File: config.mk
export PLATFORM = sky130hd
export DESIGN_NAME = pipelined_shifter_flat
export DESIGN_NICKNAME = d
export VERILOG_FILES = /design/src/rtl/pipelined_shifter_pkg.sv /design/src/rtl/pipelined_shifter_if.sv /design/src/rtl/pipelined_shifter_stage.sv /design/src/rtl/pipelined_shifter.sv /design/src/flat_wrapper.sv
export SDC_FILE = /design/constraint.sdc
export NUM_CORES = 1
export LEC_CHECK = 0
export ABC_AREA = 1
export CORE_AREA = 2 2 142 249
export CTS_BUF_LIST = sky130_fd_sc_hd__clkbuf_8
export DETAILED_ROUTE_END_ITERATION = 12
export DIE_AREA = 0 0 144 251
export PLACE_DENSITY_LB_ADDON = 0.05
export SLEW_MARGIN = 10
export SYNTH_ARGS = -nofsm -noshare
export SYNTH_HDL_FRONTEND = slang
export SYNTH_HIERARCHICAL = 1
export SYNTH_SLANG_ARGS = --single-unit
File: constraint.sdc
create_clock -name clk_i -period 5.7 [get_ports clk_i]
set_input_delay 1.425 -clock clk_i [delete_from_list [all_inputs] [get_ports clk_i]]
set_output_delay 1.425 -clock clk_i [all_outputs]
set_load 0.05 [all_outputs]
File: src/rtl/pipelined_shifter_pkg.sv
// Shared types and helpers for the pipelined barrel shifter.
// Holds the operation encoding and a width-generic bit reversal.
package cpu_shift_pkg;

  typedef enum logic [1:0] {
    SHIFT_SLL = 2'b00,
    SHIFT_SRL = 2'b01,
    SHIFT_ROR = 2'b10,
    SHIFT_SRA = 2'b11
  } shift_op_e;

  // Widest operand the reversal helper supports; callers cast to their width.
  localparam int unsigned MaxDataW = 256;
  localparam int unsigned MaxIdxW  = $clog2(MaxDataW);

  // Reverses the low `width` bits of `data`; bits above `width` come back as zero.
  function automatic logic [MaxDataW-1:0] bit_reverse(input logic [MaxDataW-1:0] data,
                                                      input int unsigned       width);
    logic [MaxDataW-1:0] rev;
    rev = '0;
    for (int unsigned i = 0; i < MaxDataW; i++) begin
      if (i < width) begin
        rev[MaxIdxW'(i)] = data[MaxIdxW'(width - 1 - i)];
      end
    end
    return rev;
  endfunction

endpackage

File: src/rtl/pipelined_shifter_if.sv
// Request/response handshake bundle between issue logic and the shifter.
// master = issue side, slave = shifter.
interface pipelined_shifter_if
  import cpu_shift_pkg::*;
#(
  parameter int unsigned DATA_W = 32,
  parameter int unsigned TAG_W  = 5
) ();

  logic              flush_i;
  logic              in_valid_i;
  logic              in_ready_o;
  shift_op_e         in_op_i;
  logic [DATA_W-1:0] in_data_i;
  logic [DATA_W-1:0] in_shamt_i;
  logic [TAG_W-1:0]  in_tag_i;
  logic              out_valid_o;
  logic              out_ready_i;
  logic [DATA_W-1:0] out_data_o;
  logic [TAG_W-1:0]  out_tag_o;

  modport master (
    output flush_i, in_valid_i, in_op_i, in_data_i, in_shamt_i, in_tag_i, out_ready_i,
    input  in_ready_o, out_valid_o, out_data_o, out_tag_o
  );

  modport slave (
    input  flush_i, in_valid_i, in_op_i, in_data_i, in_shamt_i, in_tag_i, out_ready_i,
    output in_ready_o, out_valid_o, out_data_o, out_tag_o
  );

endinterface

File: src/rtl/pipelined_shifter_stage.sv
// One conditional right-shift-by-AMT step of the barrel shifter.
// Purely combinational; the enclosing pipeline owns the registers.
module shift_stage
  import cpu_shift_pkg::*;
#(
  parameter int unsigned DATA_W = 32,
  parameter int unsigned AMT    = 1
) (
  input  logic [DATA_W-1:0] data_in,
  input  logic              shift_en,
  input  shift_op_e         op,
  input  logic              sign,
  output logic [DATA_W-1:0] data_out
);

  always_comb begin
    data_out = data_in;
    if (shift_en) begin
      case (op)
        SHIFT_ROR: data_out = {data_in[AMT-1:0], data_in[DATA_W-1:AMT]};
        SHIFT_SRA: data_out = {{AMT{sign}}, data_in[DATA_W-1:AMT]};
        // SLL arrives bit-reversed, so it shares the zero-fill right shift with SRL.
        default:   data_out = {{AMT{1'b0}}, data_in[DATA_W-1:AMT]};
      endcase
    end
  end

endmodule

File: src/rtl/pipelined_shifter.sv
// Pipelined barrel shifter: log2(DATA_W) power-of-two stages, one register each,
// with valid/ready on both sides, bubble collapsing, flush and a sideband tag.
module pipelined_shifter
  import cpu_shift_pkg::*;
#(
  parameter int unsigned DATA_W = 32,
  parameter int unsigned TAG_W  = 5
) (
  input logic                clk_i,
  input logic                rst_i,
  pipelined_shifter_if.slave sh
);

  localparam int unsigned SHAMT_W = $clog2(DATA_W);
  localparam int unsigned Last    = SHAMT_W - 1;

  logic [SHAMT_W-1:0]              valid_q;
  logic [SHAMT_W-1:0]              valid_src;
  logic [SHAMT_W-1:0]              adv;
  logic [DATA_W-1:0]               data_q  [SHAMT_W];
  logic [DATA_W-1:0]               stg_in  [SHAMT_W];
  logic [DATA_W-1:0]               stg_out [SHAMT_W];
  shift_op_e                       op_q    [SHAMT_W];
  shift_op_e                       op_src  [SHAMT_W];
  logic [TAG_W-1:0]                tag_q   [SHAMT_W];
  logic [TAG_W-1:0]                tag_src [SHAMT_W];
  logic [SHAMT_W-1:0][SHAMT_W-1:0] shamt_q;
  logic [SHAMT_W-1:0][SHAMT_W-1:0] shamt_src;
  logic [SHAMT_W-1:0]              sign_q;
  logic [SHAMT_W-1:0]              sign_src;
  logic [DATA_W-1:0]               entry_data;

  // SLL is computed as a right shift on the mirrored operand.
  assign entry_data = (sh.in_op_i == SHIFT_SLL) ?
                      DATA_W'(bit_reverse(MaxDataW'(sh.in_data_i), DATA_W)) : sh.in_data_i;

  assign valid_src = {valid_q[SHAMT_W-2:0], sh.in_valid_i};

  always_comb begin
    stg_in[0]    = entry_data;
    op_src[0]    = sh.in_op_i;
    tag_src[0]   = sh.in_tag_i;
    shamt_src[0] = sh.in_shamt_i[SHAMT_W-1:0];
    sign_src[0]  = (sh.in_op_i == SHIFT_SRA) & sh.in_data_i[DATA_W-1];
    for (int k = 1; k < SHAMT_W; k++) begin
      stg_in[k]    = data_q[k-1];
      op_src[k]    = op_q[k-1];
      tag_src[k]   = tag_q[k-1];
      shamt_src[k] = shamt_q[k-1];
      sign_src[k]  = sign_q[k-1];
    end
  end

  // A stage may load when it is empty or its occupant moves on downstream.
  always_comb begin
    adv       = '0;
    adv[Last] = !valid_q[Last] | sh.out_ready_i;
    for (int k = int'(SHAMT_W) - 2; k >= 0; k--) begin
      adv[k] = !valid_q[k] | adv[k+1];
    end
  end

  assign sh.in_ready_o = adv[0];

  for (genvar k = 0; k < SHAMT_W; k++) begin : g_stage
    shift_stage #(
      .DATA_W (DATA_W),
      .AMT    (2 ** k)
    ) u_stage (
      .data_in  (stg_in[k]),
      .shift_en (shamt_src[k][k]),
      .op       (op_src[k]),
      .sign     (sign_src[k]),
      .data_out (stg_out[k])
    );
  end

  // Flush and reset both empty the pipe; an input offered alongside a flush is dropped.
  always_ff @(posedge clk_i) begin
    if (rst_i || sh.flush_i) begin
      valid_q <= '0;
    end else begin
      for (int k = 0; k < SHAMT_W; k++) begin
        if (adv[k]) begin
          valid_q[k] <= valid_src[k];
        end
      end
    end
  end

  always_ff @(posedge clk_i) begin
    for (int k = 0; k < SHAMT_W; k++) begin
      if (adv[k] && valid_src[k]) begin
        data_q[k]  <= stg_out[k];
        op_q[k]    <= op_src[k];
        tag_q[k]   <= tag_src[k];
        shamt_q[k] <= shamt_src[k];
        sign_q[k]  <= sign_src[k];
      end
    end
  end

  assign sh.out_valid_o = valid_q[Last];

  always_comb begin
    sh.out_data_o = '0;
    sh.out_tag_o  = '0;
    if (valid_q[Last]) begin
      sh.out_tag_o  = tag_q[Last];
      sh.out_data_o = (op_q[Last] == SHIFT_SLL) ?
                      DATA_W'(bit_reverse(MaxDataW'(data_q[Last]), DATA_W)) : data_q[Last];
    end
  end

  // Stages consume only their own shamt bit; the sign of the last stage has no reader.
  logic unused_bits;
  assign unused_bits = ^{sh.in_shamt_i[DATA_W-1:SHAMT_W], shamt_q, sign_q};

endmodule

File: src/flat_wrapper.sv
// flat-port wrapper written by rule: the top's interface ports become plain ports
module pipelined_shifter_flat import cpu_shift_pkg::*;
#(
  parameter int unsigned DATA_W = 32,
  parameter int unsigned TAG_W  = 5
)
  (clk_i, rst_i, sh_flush_i, sh_in_valid_i, sh_in_op_i, sh_in_data_i, sh_in_shamt_i, sh_in_tag_i, sh_out_ready_i, sh_in_ready_o, sh_out_valid_o, sh_out_data_o, sh_out_tag_o);
  pipelined_shifter_if #(.DATA_W(DATA_W), .TAG_W(TAG_W)) sh_i ();
  input logic clk_i;
  input logic rst_i;
  input wire logic [$bits(sh_i.flush_i)-1:0] sh_flush_i;
  input wire logic [$bits(sh_i.in_valid_i)-1:0] sh_in_valid_i;
  input wire logic [$bits(sh_i.in_op_i)-1:0] sh_in_op_i;
  input wire logic [$bits(sh_i.in_data_i)-1:0] sh_in_data_i;
  input wire logic [$bits(sh_i.in_shamt_i)-1:0] sh_in_shamt_i;
  input wire logic [$bits(sh_i.in_tag_i)-1:0] sh_in_tag_i;
  input wire logic [$bits(sh_i.out_ready_i)-1:0] sh_out_ready_i;
  output wire logic [$bits(sh_i.in_ready_o)-1:0] sh_in_ready_o;
  output wire logic [$bits(sh_i.out_valid_o)-1:0] sh_out_valid_o;
  output wire logic [$bits(sh_i.out_data_o)-1:0] sh_out_data_o;
  output wire logic [$bits(sh_i.out_tag_o)-1:0] sh_out_tag_o;
  assign sh_i.flush_i = sh_flush_i;
  assign sh_i.in_valid_i = sh_in_valid_i;
  assign sh_i.in_op_i = sh_in_op_i;
  assign sh_i.in_data_i = sh_in_data_i;
  assign sh_i.in_shamt_i = sh_in_shamt_i;
  assign sh_i.in_tag_i = sh_in_tag_i;
  assign sh_i.out_ready_i = sh_out_ready_i;
  assign sh_in_ready_o = sh_i.in_ready_o;
  assign sh_out_valid_o = sh_i.out_valid_o;
  assign sh_out_data_o = sh_i.out_data_o;
  assign sh_out_tag_o = sh_i.out_tag_o;
  pipelined_shifter #(.DATA_W(DATA_W), .TAG_W(TAG_W)) u_core (.clk_i(clk_i), .rst_i(rst_i), .sh(sh_i));
endmodule
==> results of run 1 <==
==> metal layers <==
layer / vias up / routed length [um] / share of wire (%)
li1: 3525 / - / -
met5: - / 0 / 0
met2: 111 / 11370 / 58
met4: 0 / 764 / 3.9
met3: 40 / 686 / 3.5
met1: 2882 / 6745 / 34
==> final cells by class <==
| type | count | area (sq um) |
|---|---|---|
| flip-flops and latches | 214 | 6376 |
| repair buffers | 96 | 938.4 |
| inverters | 46 | 195.2 |
| diodes | 1 | 2.502 |
| clock buffers | 31 | 426.7 |
| multi-input cells | 728 | 3029 |
| clock inverters | 22 | 146.4 |
| fillers | 3534 | 22430 |
| well taps | 460 | 575.6 |
==> cells by family (layout without fill, tap and decap cells) <==
kind of cell | Yosys count | count (layout) | synth area share [%]
other | 0 | 1 | 0
AOI/OAI and AO/OA | 75 | 75 | 4.185
and+or+nand+nor | 653 | 653 | 25.44
buffers and inverters | 102 | 195 | 7.457
DFF | 214 | 214 | 62.91
==> worst max-delay path: stages <==
cell	delay (ps)
clkdlybuf4s50_1	400
inv_1	70
nand3_1	110
nor2_1	200
nand3_1	110
clkdlybuf4s50_1	720
==> power breakdown <==
group | internal [mW] | switching, mW | total [mW]
logic | 0.0829 | 0.124 | 0.207
clock network | 0.595 | 0.558 | 1.15
registers | 1.80 | 0.0334 | 1.83
total | 2.47 | 0.715 | 3.19
==> state kept, by name, summed over array words and instances, names as in the netlist <==
name,cells
u_core/shamt_q,10
u_core/op_q,10
u_core/data_q,160
u_core/valid_q,5
u_core/tag_q,25
u_core/sign_q,4
==> synthesized netlist by cell type, types with 2 or more instances <==
cell type / count
buf_6: 28
nor2_1: 84
buf_2: 9
inv_1: 38
inv_2: 4
nand3_1: 35
nand2_1: 513
o21ai_1: 8
nand3_4: 2
a21oi_2: 12
inv_6: 3
nand2_2: 15
edfxtp_1: 209
o21ai_0: 44
dfxtp_1: 5
buf_12: 2
buf_4: 12
a21oi_1: 10
clkbuf_8: 4
==> worst max path at each step <==
stage	cells after the start	end	slack [ps]
after global placement	6	sh_in_ready_o	1240
after floorplan	6	u_core/data_q[0][0]	1370
final	6	sh_in_ready_o	1240
after detailed placement	6	sh_in_ready_o	1220
after global routing	4	sh_in_ready_o	1060
after CTS	4	sh_in_ready_o	1210
==> through the flow <==
| stage | cells | worst slack [ps] | cell area [sq um] | total power, mW |
|---|---|---|---|---|
| 3_3_place_gp | 1544 | 1239 | 11110 | 2.075 |
| 5_1_grt | 1598 | 1062 | 11690 | 3.353 |
| 6_report | 1598 | 1241 | 11690 | 3.190 |
| 2_1_floorplan | 1044 | 1367 | 10130 | 2.013 |
| 4_1_cts | 1597 | 1207 | 11690 | 3.260 |
| 3_5_place_dp | 1544 | 1220 | 11110 | 2.077 |
==> flow_metrics.env, run 1 <==
export IMPL_utilization_pct=34.26
export IMPL_synth_nets=1120
export IMPL_max_freq_mhz=224.3
export IMPL_maxSlewHeadroom_pct=23.28
export IMPL_fin_crit_sh_pct=78.22
export IMPL_status="finished clean"
export IMPL_worstMarginPinSlew_ps=1151
export IMPL_fin_setup_tns_ps=0
export IMPL_synth_async_reset_ratio_pct=0
export IMPL_syn_cell_area_sq_um=10130
export IMPL_synth_edff_count=209
export IMPL_layout_drive_gt1_share_pct=8.267
export IMPL_wl_um=19560
export IMPL_cp_start_kind="input port"
export IMPL_drtIter0Drc=119
export IMPL_avgViaCountPerCell=4.104
export IMPL_grt_pass1_vias=6631
export IMPL_fp_dieH_um=251
export IMPL_slew_violations=0
export IMPL_layout_nets=1193
export IMPL_hp_start="u_core/shamt_q[2]"
export IMPL_die_w_um=144
export IMPL_grt_max_degree=53
export IMPL_cts_made_buffers=31
export IMPL_worstReg2RegEnd="u_core/data_q[0][46]"
export IMPL_use_met1_pct=10.27
export IMPL_grtUsageMet3_pct=1.790
export IMPL_dpl_hpwl_um=14990
export IMPL_dr_pass1_iters=4
export IMPL_final_hold_violation_count=0
export IMPL_dieArea_sq_um=36140
export IMPL_synth_top_cell_by_area="edfxtp_1"
export IMPL_antenna_found_initial=1
export IMPL_endpoint_kind="primary output"
export IMPL_fin_crit_ps=4459
export IMPL_power_density_nw_per_um2=272.8
export IMPL_rr_startpoint="u_core/valid_q[4]"
export IMPL_synth_top_area_share_pct=61.93
export IMPL_worstPathArrival_ps=3030
export IMPL_start_util_pct=29.70
export IMPL_boundaryPins=115
export IMPL_setup_viol=0
export IMPL_cp_startpoint="sh_out_ready_i"
export IMPL_power_static_leakage_nw=4.828
export IMPL_gr_usage_met2_pct=23.29
export IMPL_grt_pass1_wl_um=32690
export IMPL_hold_depth=0
export IMPL_busiest_layer="met2"
export IMPL_cts_clk_slew_worst_paths_ps=70
export IMPL_cts_buffer_depth=3
export IMPL_place_gp_congestion=0.8123
export IMPL_cts_tree="done"
export IMPL_r2r_slack_ps=3130
export IMPL_postCtsSetupBuffers=0
export IMPL_num_vias=6558
export IMPL_yosys_warnings=6
export IMPL_synthFlopType="edfxtp_1"
export IMPL_grt_setup_unrepaired="no"
export IMPL_hold_ws_ps=414.6
export IMPL_yosysSeqAreaShare_pct=62.91
export IMPL_synthTopCellsByArea="edfxtp_1 62%, nand2_1 19%, buf_6 3.1%"
export IMPL_ys_ff_latch=214
export IMPL_yosysUniqueCellTypes=26
export IMPL_drc=0
export IMPL_port_buffers=87
export IMPL_maxCapViolations=0
export IMPL_cp_required_ps=4280
export IMPL_grtUsageTotal_pct=11.35
export IMPL_hold_path_endpoint="u_core/shamt_q[7]"
export IMPL_min_path_type="reg2reg"
export IMPL_wire_per_inst_um=12.24
export IMPL_htree_levels=1
export IMPL_worst_skew_pair_late_latency_ps=580
export IMPL_synth_avg_cell_area_sq_um=9.708
export IMPL_peakVddDrop_v=0.0001424
export IMPL_layout_common_cells="513 x nand2_1, 209 x edfxtp_1, 87 x clkdlybuf4s50_1, 82 x nor2_1, 44 x o21ai_0"
export IMPL_cts_root_buf="clkbuf_8"
export IMPL_crit_fanout=3
export IMPL_cts_resized=0
export IMPL_detail_route_antenna_nets=0
export IMPL_mostFrequentLayoutCell="nand2_1"
export IMPL_cts_sinks=214
export IMPL_rows=90
export IMPL_finClkSkew_ps=25.34
export IMPL_reg2reg_depth=5
export IMPL_area_growth_pct=15.35
export IMPL_cts_hold_buf=0
export IMPL_critPathKind="in2out"
export IMPL_synth_cells=1044
export IMPL_grt_ovfl_total=0
export IMPL_core_area_sq_um=34120
Power figures use the tool's default switching activity.
==> run 2: changes to the inputs <==
clock period = 4.05 ns   (was 5.7 ns; I/O delays follow)
==> flow_metrics.env, run 2 (synthesized netlist as in run 1, its figures left out) <==
export IMPL_dpl_hpwl_um=14920
export IMPL_crit_fanout=20
export IMPL_cts_hold_buf=0
export IMPL_max_freq_mhz=267.5
export IMPL_crit_family="buffers and inverters"
export IMPL_power_static_leakage_nw=4.846
export IMPL_antenna_found_initial=1
export IMPL_grtUsageTotal_pct=11.28
export IMPL_port_buffers=87
export IMPL_postCtsSetupBuffers=0
export IMPL_area_growth_pct=15.62
export IMPL_cp_startpoint="u_core/op_q[0][9]"
export IMPL_wire_per_inst_um=12.21
export IMPL_cp_start_kind="flop"
export IMPL_critPathKind="reg2out"
export IMPL_hold_ws_ps=415.0
export IMPL_slew_violations=0
export IMPL_placed_cells=1546
export IMPL_finClkSkew_ps=9.732
export IMPL_cts_sinks=214
export IMPL_fin_setup_tns_ps=0
export IMPL_final_fill_count=3549
export IMPL_layout_drive_gt1_share_pct=8.319
export IMPL_cts_clk_slew_worst_paths_ps=70
export IMPL_worst_skew_pair_late_latency_ps=570
export IMPL_hp_start="u_core/tag_q[0][3]"
export IMPL_cp_cell_sequence="nor2_2 -> buf_4 -> o21ai_0 -> nor2_1 -> clkdlybuf4s50_1"
export IMPL_final_cells=1604
export IMPL_grt_max_degree=65
export IMPL_cts_resized=0
export IMPL_boundaryPins=115
export IMPL_grt_pass1_vias=6596
export IMPL_dieArea_sq_um=36140
export IMPL_cts_buffer_depth=3
export IMPL_rows=90
export IMPL_peakVddDrop_v=0.0002143
export IMPL_place_gp_congestion=0.8139
export IMPL_fin_crit_sh_pct=92.29
export IMPL_layout_nets=1194
export IMPL_status="finished clean"
export IMPL_min_path_type="reg2reg"
export IMPL_worstPathArrival_ps=2730
export IMPL_grt_setup_unrepaired="no"
export IMPL_cts_made_buffers=30
export IMPL_drtIter0Drc=181
export IMPL_maxCapViolations=0
export IMPL_path_buf_inv=2
export IMPL_endpoint_kind="primary output"
export IMPL_grt_ovfl_total=0
export IMPL_num_vias=6613
export IMPL_die_w_um=144
export IMPL_biggestRegsByFlops="u_core/data_q: 160 flops, u_core/tag_q: 25 flops"
export IMPL_cts_root_buf="clkbuf_8"
export IMPL_worstMarginPinSlew_ps=1129
export IMPL_setup_viol=0
export IMPL_cp_slowest_cell="clkdlybuf4s50_1"
export IMPL_fin_crit_ps=3738
export IMPL_rr_startpoint="u_core/shamt_q[1]"
export IMPL_layout_common_cells="513 x nand2_1, 209 x edfxtp_1, 87 x clkdlybuf4s50_1, 82 x nor2_1"
export IMPL_grt_pass1_wl_um=32460
export IMPL_avgViaCountPerCell=4.123
export IMPL_place_ws_ps=446.7
export IMPL_largest_register_ffs=160
export IMPL_wl_um=19580
export IMPL_utilization_pct=34.34
export IMPL_maxSlewHeadroom_pct=24.71
export IMPL_cpPeakStageDelay_ps=820
export IMPL_power_density_nw_per_um2=383.4
export IMPL_cts_tree="done"
export IMPL_fp_dieH_um=251
export IMPL_regMostFlops="u_core/data_q"
export IMPL_drc=0
export IMPL_cp_required_ps=3040
export IMPL_detail_route_antenna_nets=0
export IMPL_htree_levels=1
export IMPL_dr_pass1_iters=4
export IMPL_mostFrequentLayoutCell="nand2_1"
export IMPL_start_util_pct=29.70
export IMPL_core_area_sq_um=34120
export IMPL_setup_slack_ps=312.2
export IMPL_final_hold_violation_count=0
run 2: cell types whose count changed in the layout (fill, tap and decap cells not counted), sizes merged:
cell,previous run,this run
clkinv,14,16
buf,9,11
inv,51,52
diode,1,2
run 2: path summary, 6_finish.rpt:
path | to | slack (ps) | cells after the start
setup / recovery | sh_out_data_o[14] | 310 | 5
setup reg to reg | u_core/data_q[0][51] | 2220 | 3
hold reg to reg | u_core/tag_q[0][8] | 410 | 0
hold / removal | u_core/tag_q[0][8] | 410 | 0
run 2: layout make-up:
class	instances	area, sq um	share of cell area [%]
clock inverter	25	156.4	1.335
inverter	46	195.2	1.666
multi-input combinational	728	3029	25.85
sequential	214	6376	54.42
antenna	2	5.005	0.04271
timing repair buffer	98	953.4	8.137
clock buffer	31	426.7	3.641
tap	460	575.6	4.912
run 2: per-stage QoR:
step / instance area [sq um] / total power [mW]
2_1_floorplan: 10130 / 2.834
3_3_place_gp: 11130 / 2.920
3_5_place_dp: 11130 / 2.922
4_1_cts: 11710 / 4.595
5_1_grt: 11720 / 4.733
6_report: 11720 / 4.493
run 2: metal layers:
layer  part of all wire [%]  track usage, %  vias to the layer above
met5                      0               0                        -
met4                    4.2           6.162                        0
met3                    3.7           1.714                       41
met2                     58           23.13                      124
met1                     34           9.975                     2915
li1                       -               -                     3533
run 2: power breakdown:
group	switching [mW]	leakage, nW	total, mW	internal (mW)
clock	0.788	0.320	1.63	0.840
combinational	0.167	2.59	0.283	0.116
sequential	0.0538	1.94	2.58	2.53
total	1.01	4.85	4.49	3.48
==> run 3: changes to the inputs <==
CORE_AREA = 2 2 125 219   (was 2 2 142 249)
DIE_AREA = 0 0 127 221   (was 0 0 144 251)
HOLD_SLACK_MARGIN = 0.02   (was not set)
==> flow_metrics.env, run 3 (synthesized netlist as in run 1, its figures left out) <==
export IMPL_power_switching_mw=0.9574
export IMPL_crit_fanout=10
export IMPL_pwr_share_comb_pct=6.1
export IMPL_power_frac_seq_pct=56.2
export IMPL_regMostFlops="u_core/data_q"
export IMPL_grt_setup_unrepaired="no"
export IMPL_final_fill_count=2635
export IMPL_cts_resized=0
export IMPL_dieArea_sq_um=28070
export IMPL_num_vias=6535
export IMPL_swShare_pct=20.86
export IMPL_cts_made_buffers=29
export IMPL_place_gp_congestion=0.8543
export IMPL_finClkSkew_ps=18.31
export IMPL_endpoint_kind="primary output"
export IMPL_final_hold_violation_count=0
export IMPL_power_density_nw_per_um2=395.8
export IMPL_wire_per_inst_um=12.35
export IMPL_worstMarginPinSlew_ps=1110
export IMPL_die_w_um=127
export IMPL_cp_required_ps=3040
export IMPL_area_growth_pct=14.43
export IMPL_fin_crit_sh_pct=89.82
export IMPL_peakVddDrop_v=0.0001737
export IMPL_htree_levels=1
export IMPL_layout_common_cells="513 x nand2_1, 209 x edfxtp_1, 87 x clkdlybuf4s50_1, 82 x nor2_1, 51 x inv_1"
export IMPL_critPathKind="reg2out"
export IMPL_setup_slack_ps=412.4
export IMPL_cp_cell_sequence="nor2_2 -> buf_4 -> o21ai_0 -> nor2_1 -> clkdlybuf4s50_1"
export IMPL_cts_root_buf="clkbuf_8"
export IMPL_cp_start_kind="flop"
export IMPL_placed_cells=1411
export IMPL_hold_ws_ps=413.8
export IMPL_grt_max_degree=65
export IMPL_postCtsSetupBuffers=0
export IMPL_worst_skew_pair_late_latency_ps=560
export IMPL_cts_sinks=214
export IMPL_status="finished clean"
export IMPL_cts_hold_buf=0
export IMPL_wl_um=18090
export IMPL_dr_pass1_iters=4
export IMPL_maxCapViolations=0
export IMPL_mostFrequentLayoutCell="nand2_1"
export IMPL_drtIter0Drc=278
export IMPL_intPower_mw=3.633
export IMPL_maxSlewHeadroom_pct=25.99
export IMPL_multi_input_area_sq_um=3029
export IMPL_grt_pass1_wl_um=30290
export IMPL_power_static_leakage_nw=4.894
export IMPL_dpl_hpwl_um=13910
export IMPL_detail_route_antenna_nets=0
export IMPL_biggestRegsByFlops="u_core/data_q: 160 flops, u_core/tag_q: 25 flops"
export IMPL_start_util_pct=38.55
export IMPL_grt_ovfl_total=0
export IMPL_fp_dieH_um=221
export IMPL_clockPowerShare_pct=37.7
export IMPL_place_ws_ps=442.8
export IMPL_cpPeakStageDelay_ps=820
export IMPL_min_path_type="reg2reg"
export IMPL_drc=0
export IMPL_max_freq_mhz=274.9
export IMPL_cts_tree="done"
export IMPL_setup_viol=0
export IMPL_seqCellArea_sq_um=6376
export IMPL_largest_register_ffs=160
export IMPL_cts_clk_slew_worst_paths_ps=70
export IMPL_slew_violations=0
export IMPL_cts_buffer_depth=3
export IMPL_layout_nets=1194
export IMPL_antenna_found_initial=1
export IMPL_grtUsageTotal_pct=13.33
export IMPL_boundaryPins=115
export IMPL_avgViaCountPerCell=4.461
export IMPL_port_buffers=87
export IMPL_rows=79
export IMPL_core_area_sq_um=26290
export IMPL_final_cells=1465
export IMPL_utilization_pct=44.11
export IMPL_grt_pass1_vias=6431
export IMPL_worstPathArrival_ps=2630
export IMPL_cp_slowest_cell="clkdlybuf4s50_1"
export IMPL_layout_drive_gt1_share_pct=8.333
export IMPL_fin_crit_ps=3638
export IMPL_fin_setup_tns_ps=0
==> run 3: metal layers <==
metal / global-route usage (%) / vias to the layer above / wire (um)
met5: 0 / - / 0
met4: 5.530 / 0 / 492
met3: 1.983 / 21 / 611
met2: 28.75 / 120 / 11050
met1: 11.34 / 2869 / 5942
li1: - / 3525 / -
==> run 3: cell type report <==
type | instances | area share [%]
sequential | 214 | 54.98
multi-input combinational | 728 | 26.12
timing repair buffer | 99 | 8.286
tap | 324 | 3.496
clock buffer | 29 | 3.442
clock inverter | 24 | 1.974
inverter | 46 | 1.683
antenna | 1 | 0.02158
==> run 3: final timing paths <==
path,startpoint,end,slack [ps],cells after the start
hold / removal,u_core/tag_q[0][13],u_core/tag_q[0][18],410,0
setup / recovery,u_core/op_q[0][9],sh_out_data_o[14],410,5
hold reg to reg,u_core/tag_q[0][13],u_core/tag_q[0][18],410,0
setup reg to reg,u_core/shamt_q[1],u_core/data_q[0][50],2220,3
==> run 3: power groups by stage <==
stage	sequential, mW	clock (mW)	combinational, mW
2_1_floorplan	2.61	0	0.227
3_3_place_gp	2.63	0	0.284
3_5_place_dp	2.63	0	0.286
4_1_cts	2.58	1.81	0.286
5_1_grt	2.59	1.89	0.329
6_report	2.58	1.73	0.281
==> run 3: stage by stage <==
stage          total power, mW  area [sq um]
5_1_grt                  4.811         11600
4_1_cts                  4.678         11590
6_report                 4.590         11600
3_5_place_dp             2.915         10970
2_1_floorplan            2.834         10130
3_3_place_gp             2.912         10970
==> run 3: worst max-delay path, delay by kind of cell, from the launching register on <==
| family | cells | cell delay [ps] |
|---|---|---|
| flip-flops | 1 | 370 |
| buffers and inverters | 2 | 1070 |
| AO/OA/AOI/OAI | 1 | 90 |
| AND/OR/NAND/NOR | 2 | 530 |
